--- config.mk ---
export PLATFORM = sky130hd
export DESIGN_NAME = bvand_ic_witness_gen
export DESIGN_NICKNAME = d
export VERILOG_FILES = /design/src/rtl/bvand_ic_witness_gen.sv
export SDC_FILE = /design/constraint.sdc
export NUM_CORES = 1
export LEC_CHECK = 0
export CAP_MARGIN = 10
export CORE_MARGIN = 2
export CORE_UTILIZATION = 52
export CTS_BUF_LIST = sky130_fd_sc_hd__clkbuf_8
export CTS_CLUSTER_DIAMETER = 40
export DETAILED_ROUTE_END_ITERATION = 10
export GPL_TIMING_DRIVEN = 1
export PLACE_DENSITY = 0.81
export SYNTH_ARGS = -nofsm -noshare
export SYNTH_HDL_FRONTEND = slang
export SYNTH_SLANG_ARGS = --single-unit
--- constraint.sdc ---
create_clock -name i_clk -period 2.5 [get_ports i_clk]
set_input_delay 0.75 -clock i_clk [delete_from_list [all_inputs] [get_ports i_clk]]
set_output_delay 0.75 -clock i_clk [all_outputs]
set_load 0.02 [all_outputs]
--- src/rtl/bvand_ic_witness_gen.sv ---
// bvand_ic_witness_gen: bit-serial witness generator and invertibility-condition
// checker for x & s = t. Operands are scanned LSB-first, one bit per clock.
// The witness is x = t, ic_ok = (t & ~s == 0), and fail_cnt saturates at 255.
//
// Build option BVAND_IC_SELFCHECK_EN: adds a VERIFY pass that rechecks
// (x & s) == t bit by bit and drives sat from that recheck. Without it,
// sat simply mirrors ic_ok.
//
// state  | meaning
// IDLE   | in_ready=1, waiting for an (s, t) pair
// SCAN   | one operand bit per cycle: x[k] <= t[k], clear ic flag on t & ~s
// VERIFY | (option only) one bit per cycle: AND ((x & s) == t) into sat
// DONE   | out_valid=1, results held until out_ready
module bvand_ic_witness_gen #(
  parameter int W = 4
) (
  input  logic         i_clk,
  input  logic         i_rst,
  input  logic         i_in_valid,
  output logic         o_in_ready,
  input  logic [W-1:0] i_s,
  input  logic [W-1:0] i_t,
  output logic         o_out_valid,
  input  logic         i_out_ready,
  output logic [W-1:0] o_x,
  output logic         o_ic_ok,
  output logic         o_sat,
  output logic [7:0]   o_fail_cnt
);

  localparam int IW = (W > 1) ? $clog2(W) : 1;
  localparam logic [IW-1:0] LAST = IW'(W - 1);

`ifdef BVAND_IC_SELFCHECK_EN
  typedef enum logic [1:0] {IDLE = 2'd0, SCAN = 2'd1, VERIFY = 2'd2, DONE = 2'd3} state_t;
`else
  typedef enum logic [1:0] {IDLE = 2'd0, SCAN = 2'd1, DONE = 2'd3} state_t;
`endif

  state_t        r_state;
  state_t        w_next;
  logic [W-1:0]  r_s;
  logic [W-1:0]  r_t;
  logic [W-1:0]  r_x;
  logic [IW-1:0] r_idx;
  logic          r_ic;
  logic          r_ic_ok;
  logic [7:0]    r_fail_cnt;
  logic          w_accept;
  logic          w_last;
  logic          w_bit_bad;
  logic          w_ic_next;
  logic          w_enter_done;
  logic          w_final_ic;

  assign w_accept  = (r_state == IDLE) & i_in_valid;
  assign w_last    = (r_idx == LAST);
  assign w_bit_bad = r_t[r_idx] & ~r_s[r_idx];
  assign w_ic_next = r_ic & ~w_bit_bad;

`ifdef BVAND_IC_SELFCHECK_EN
  logic r_sat;
  logic r_sat_out;
  logic w_chk_ok;
  logic w_sat_next;

  // Recheck uses the stored x and operands only, never the ic flag.
  assign w_chk_ok     = ((r_x[r_idx] & r_s[r_idx]) == r_t[r_idx]);
  assign w_sat_next   = r_sat & w_chk_ok;
  assign w_enter_done = (r_state == VERIFY) & w_last;
  assign w_final_ic   = r_ic;
  assign o_sat        = r_sat_out;
`else
  // ic flag for the last bit is folded in on the same edge that enters DONE.
  assign w_enter_done = (r_state == SCAN) & w_last;
  assign w_final_ic   = w_ic_next;
  assign o_sat        = r_ic_ok;
`endif

  assign o_x        = r_x;
  assign o_ic_ok    = r_ic_ok;
  assign o_fail_cnt = r_fail_cnt;

  // State register.
  always_ff @(posedge i_clk or posedge i_rst) begin
    if (i_rst) r_state <= IDLE;
    else       r_state <= w_next;
  end

  // Next-state decode and state-derived handshake outputs.
  always_comb begin
    w_next      = r_state;
    o_in_ready  = 1'b0;
    o_out_valid = 1'b0;
    case (r_state)
      IDLE: begin
        o_in_ready = 1'b1;
        if (i_in_valid) w_next = SCAN;
      end
      SCAN: begin
`ifdef BVAND_IC_SELFCHECK_EN
        if (w_last) w_next = VERIFY;
`else
        if (w_last) w_next = DONE;
`endif
      end
`ifdef BVAND_IC_SELFCHECK_EN
      VERIFY: begin
        if (w_last) w_next = DONE;
      end
`endif
      DONE: begin
        o_out_valid = 1'b1;
        if (i_out_ready) w_next = IDLE;
      end
      default: w_next = IDLE;
    endcase
  end

  // Operand capture and the per-bit scan/verify datapath.
  always_ff @(posedge i_clk or posedge i_rst) begin
    if (i_rst) begin
      r_s   <= '0;
      r_t   <= '0;
      r_x   <= '0;
      r_idx <= '0;
      r_ic  <= 1'b0;
`ifdef BVAND_IC_SELFCHECK_EN
      r_sat <= 1'b0;
`endif
    end else if (w_accept) begin
      r_s   <= i_s;
      r_t   <= i_t;
      r_x   <= '0;
      r_idx <= '0;
      r_ic  <= 1'b1;
`ifdef BVAND_IC_SELFCHECK_EN
      r_sat <= 1'b1;
`endif
    end else if (r_state == SCAN) begin
      r_x[r_idx] <= r_t[r_idx];
      r_ic       <= w_ic_next;
      r_idx      <= w_last ? '0 : r_idx + IW'(1);
`ifdef BVAND_IC_SELFCHECK_EN
    end else if (r_state == VERIFY) begin
      r_sat <= w_sat_next;
      r_idx <= w_last ? '0 : r_idx + IW'(1);
`endif
    end
  end

  // Result registers and saturating fail counter, loaded on entry to DONE.
  always_ff @(posedge i_clk or posedge i_rst) begin
    if (i_rst) begin
      r_ic_ok    <= 1'b0;
      r_fail_cnt <= 8'd0;
`ifdef BVAND_IC_SELFCHECK_EN
      r_sat_out  <= 1'b0;
`endif
    end else if (w_enter_done) begin
      r_ic_ok <= w_final_ic;
`ifdef BVAND_IC_SELFCHECK_EN
      r_sat_out <= w_sat_next;
`endif
      if (!w_final_ic && (r_fail_cnt != 8'hFF)) r_fail_cnt <= r_fail_cnt + 8'd1;
    end
  end

endmodule
==> reports/summary.txt <==
=====================================================================================
Register-to-register path setup slack                                         0.34 ns
Sequential share of power                                                       40.9%
Total track usage                                                               18.6%
DR pass1 iterations                                                                 4
Net switching share of the total power                                          37.9%
Worst slew margin                                                               74.2%
Area of combinational cells with multiple inputs                             636 um^2
Core occupancy in the finished layout                                           68.1%
Cells after DPL                                                                   172
Critical Path Source Type                                                        flop
Post-route setup TNS                                                             0 ns
Classification of the worst-slack hold path                              flop to flop
Number of cell rows                                                                18
Initial antenna violation count                                                     0
Clock H-tree levels                                                                 1
Via density per instance                                                         5.52
Fin crit period                                                               2.33 ns
Final worst-path cycle share                                                    93.2%
Transition time at the pin with the least slew margin                        0.387 ns
Endpoint type of the worst setup path                                      output pin
Capturing point of the worst reg2reg path                                o_fail_cnt[1]
Most frequent standard cell in the layout excluding fill and tap cells   sky130_fd_sc_hd__clkdlybuf4s50_1
Area after DPL                                                              1620 um^2
Ports                                                                              28
Aggregate global routing overflow                                                   0
Number of inserted filler cells in the final layout                               196
Overall routed net length                                                     2440 um
Worst-case clock skew                                                      0.00374 ns
Via count of the first global-routing pass                                        909
Hold-critical path depth                                                            1
Finished layout cell area                                                   1670 um^2
Fraction of the mapped netlist area in compound gates                           10.9%
Worst-case setup margin in the final layout                                  0.170 ns
Clock Sinks                                                                        26
Reg2Reg Depth                                                                       4
Outcome                                                                  finished, final reports clean
Routed WL per cell                                                            13.9 um
Flip-flop and latch count after synthesis                                          26
Storage cell area                                                            651 um^2
Critical hold path startpoint                                                  r_t[2]
Start-to-end type of the worst setup path                                flop to output pin
Worst path required time                                                      1.75 ns
Combinational share of power                                                    44.5%
Core Area                                                                   2450 um^2
Mean Syn Cell Area                                                          11.1 um^2
Highest Clock Rate                                                            429 MHz
Final-report hold violation count                                                   0
Max-cap check violation count                                                       0
Setup repair after global routing missed its margin                                no
Final RePlAce weighted congestion                                               0.818
Fraction of the yosys area taken by sequential cells                            48.7%
Buffers inserted by post-CTS timing repair                                          0
Number of DRC violations after detailed-routing iteration 0                        13
Data arrival time at the worst-slack endpoint                                 1.58 ns
Final slew viol count                                                               0
Synth Instances                                                                   120
Adder-Cell Fraction of Synth Area                                               4.69%
Die width                                                                     54.7 um
Share of total power in the clock network                                       14.6%
Final setup vio count                                                               0
Count of input and output buffers                                                  27
Total Die Area                                                              2990 um^2
Netlist cell types                                                                 27
Layout Nets                                                                       164
Clock latency of the later-clocked register in the worst-skew pair            0.27 ns
Wire length of the first global-routing pass                                  3900 um
Share of layout cells above drive strength 1                                    15.8%
Mux contribution to synthesized area                                            16.6%
Root Buffer                                                              sky130_fd_sc_hd__clkbuf_8
Endpoint, Worst Hold                                                           r_t[2]
Reg-to-reg critical path startpoint                                          r_idx[0]
Cells resized by post-CTS repair                                                    0
Layout Cells excl Fill                                                            176
Clock tree from TritonCTS                                                       built
Worst slack after detailed placement                                         0.356 ns
Highest-count cells in the layout ignoring fill and taps                 sky130_fd_sc_hd__clkdlybuf4s50_1, sky130_fd_sc_hd__dfrtp_1, sky130_fd_sc_hd__nand2_1
Max Buffers Root-to-Sink                                                            2
Largest net degree at the start of global routing                                  27
Synthesized cell area                                                       1340 um^2
Areal power density over the cells                                       1110 nW/um^2
Number of synthesis warnings                                                        0
Remaining design rule violation count                                               0
Count of hold buffers inserted by post-cts repair                                   0
Critical Path Fanout Max                                                           13
Dominant combinational cell family by area after synthesis               multiplexers
Post-synthesis share of cell area spent on and, or, nand and nor gates          14.8%
Number of diodes                                                                    0
Clk pin slew, worst setup/hold paths                                          0.09 ns
Dpl hpwl                                                                      1830 um
Leakage                                                                      0.728 nW
Internal power contribution                                                   1.15 mW
Number of buffers inserted during clock tree synthesis                              3
Fraction of synthesized cell area in xor and xnor cells                        0.656%
Initial cell density of the core                                                54.4%
Height of the die                                                             54.7 um
Antenna violation net count after detailed routing                                  0
Worst IR Drop VDD                                                          0.000738 V
Synth-to-layout area growth                                                     25.2%
Net Switching                                                                0.702 mW
Post-Synthesis Net Count                                                          137
Via Count                                                                         972
=====================================================================================
==> per-layer routing <==
layer | part of all wire [%] | global-route usage, %
met5 | 0 | 0
met4 | 1.7 | 7.50
met3 | 4.3 | 3.28
met2 | 52 | 32.1
met1 | 42 | 22.8
==> logic make-up (layout without fill, tap and decap cells) <==
family                     after synthesis  count (layout)
AOI/OAI and AO/OA                       21              21
buffers and inverters                   10              36
DFF                                     26              26
muxes                                   17              17
and+or+nand+nor                         40              40
xor gates and xnor gates                 1               1
adders and majority gates                5               5
==> final cells by class <==
| cell class | count | share of cell area, % |
|---|---|---|
| Tap cell | 30 | 2.25 |
| Clock buffer | 4 | 3.29 |
| Sequential cell | 26 | 38.9 |
| Inverter | 4 | 0.898 |
| Multi-Input combinational cell | 84 | 38.0 |
| Timing Repair Buffer | 28 | 16.6 |
==> how the worst max path moves through the flow <==
stage / from / endpoint / slack [ns] / depth (start not counted)
2_1_floorplan: r_idx[0] / o_fail_cnt[1] / 0.52 / 5
3_3_place_gp: i_in_valid / r_s[1] / 0.38 / 3
3_5_place_dp: i_in_valid / r_t[0] / 0.36 / 3
4_1_cts: r_state[0] / o_out_valid / 0.17 / 3
5_1_grt: r_state[0] / o_out_valid / 0.07 / 3
6_report: r_state[0] / o_out_valid / 0.17 / 3
==> power by group through the flow <==
stage	Combinational, mW	Sequential, mW	Clock [mW]
2_1_floorplan	0.582	0.762	0
3_3_place_gp	0.795	0.754	0
3_5_place_dp	0.828	0.770	0
4_1_cts	0.834	0.759	0.279
5_1_grt	0.902	0.788	0.296
6_report	0.824	0.758	0.270
==> worst max-delay path: stages (launching register included) <==
cell	delay, ns
sky130_fd_sc_hd__dfrtp_1	0.54
sky130_fd_sc_hd__nand2_1	0.11
sky130_fd_sc_hd__inv_1	0.07
sky130_fd_sc_hd__clkdlybuf4s50_1	0.59
==> synthesized netlist by cell type <==
master	instances	area, um^2
sky130_fd_sc_hd__nand3_1	4	20.0
sky130_fd_sc_hd__a211oi_1	3	22.5
sky130_fd_sc_hd__a22o_1	1	8.76
sky130_fd_sc_hd__a22o_2	1	10.0
sky130_fd_sc_hd__xor2_1	1	8.76
sky130_fd_sc_hd__mux4_1	1	26.3
sky130_fd_sc_hd__nor2_1	4	15.0
sky130_fd_sc_hd__nand2_1	16	60.1
sky130_fd_sc_hd__mux2_4	1	15.0
sky130_fd_sc_hd__inv_1	4	15.0
sky130_fd_sc_hd__mux4_2	1	22.5
sky130_fd_sc_hd__mux2_2	14	158
sky130_fd_sc_hd__and2_1	2	12.5
sky130_fd_sc_hd__ha_1	5	62.6
sky130_fd_sc_hd__dfrtp_1	26	651
sky130_fd_sc_hd__buf_6	1	11.3
sky130_fd_sc_hd__clkbuf_1	4	15.0
sky130_fd_sc_hd__o21ai_0	9	45.0
sky130_fd_sc_hd__nor2b_1	5	31.3
sky130_fd_sc_hd__nand4_1	2	12.5
sky130_fd_sc_hd__a221oi_4	1	26.3
sky130_fd_sc_hd__and3_1	3	18.8
sky130_fd_sc_hd__a21oi_1	5	25.0
sky130_fd_sc_hd__nand2b_1	3	18.8
sky130_fd_sc_hd__buf_4	1	7.51
sky130_fd_sc_hd__o21bai_1	1	7.51
sky130_fd_sc_hd__and3b_1	1	8.76
==> metrics by stage <==
| step | total power, mW | hold WS [ns] |
|---|---|---|
| 3_5_place_dp | 1.60 | 0.492 |
| 5_1_grt | 1.99 | 0.524 |
| 4_1_cts | 1.87 | 0.513 |
| 3_3_place_gp | 1.55 | 0.482 |
| 6_report | 1.85 | 0.509 |
| 2_1_floorplan | 1.34 | 0.472 |
==> registers in the layout (all words and copies together) (netlist names) <==
name and count:
o_fail_cnt 8, o_x 4, r_s 4, r_t 4, r_idx 2, r_state 2
o_ic_ok 1, r_ic 1
(Power assumes the default switching activity.)
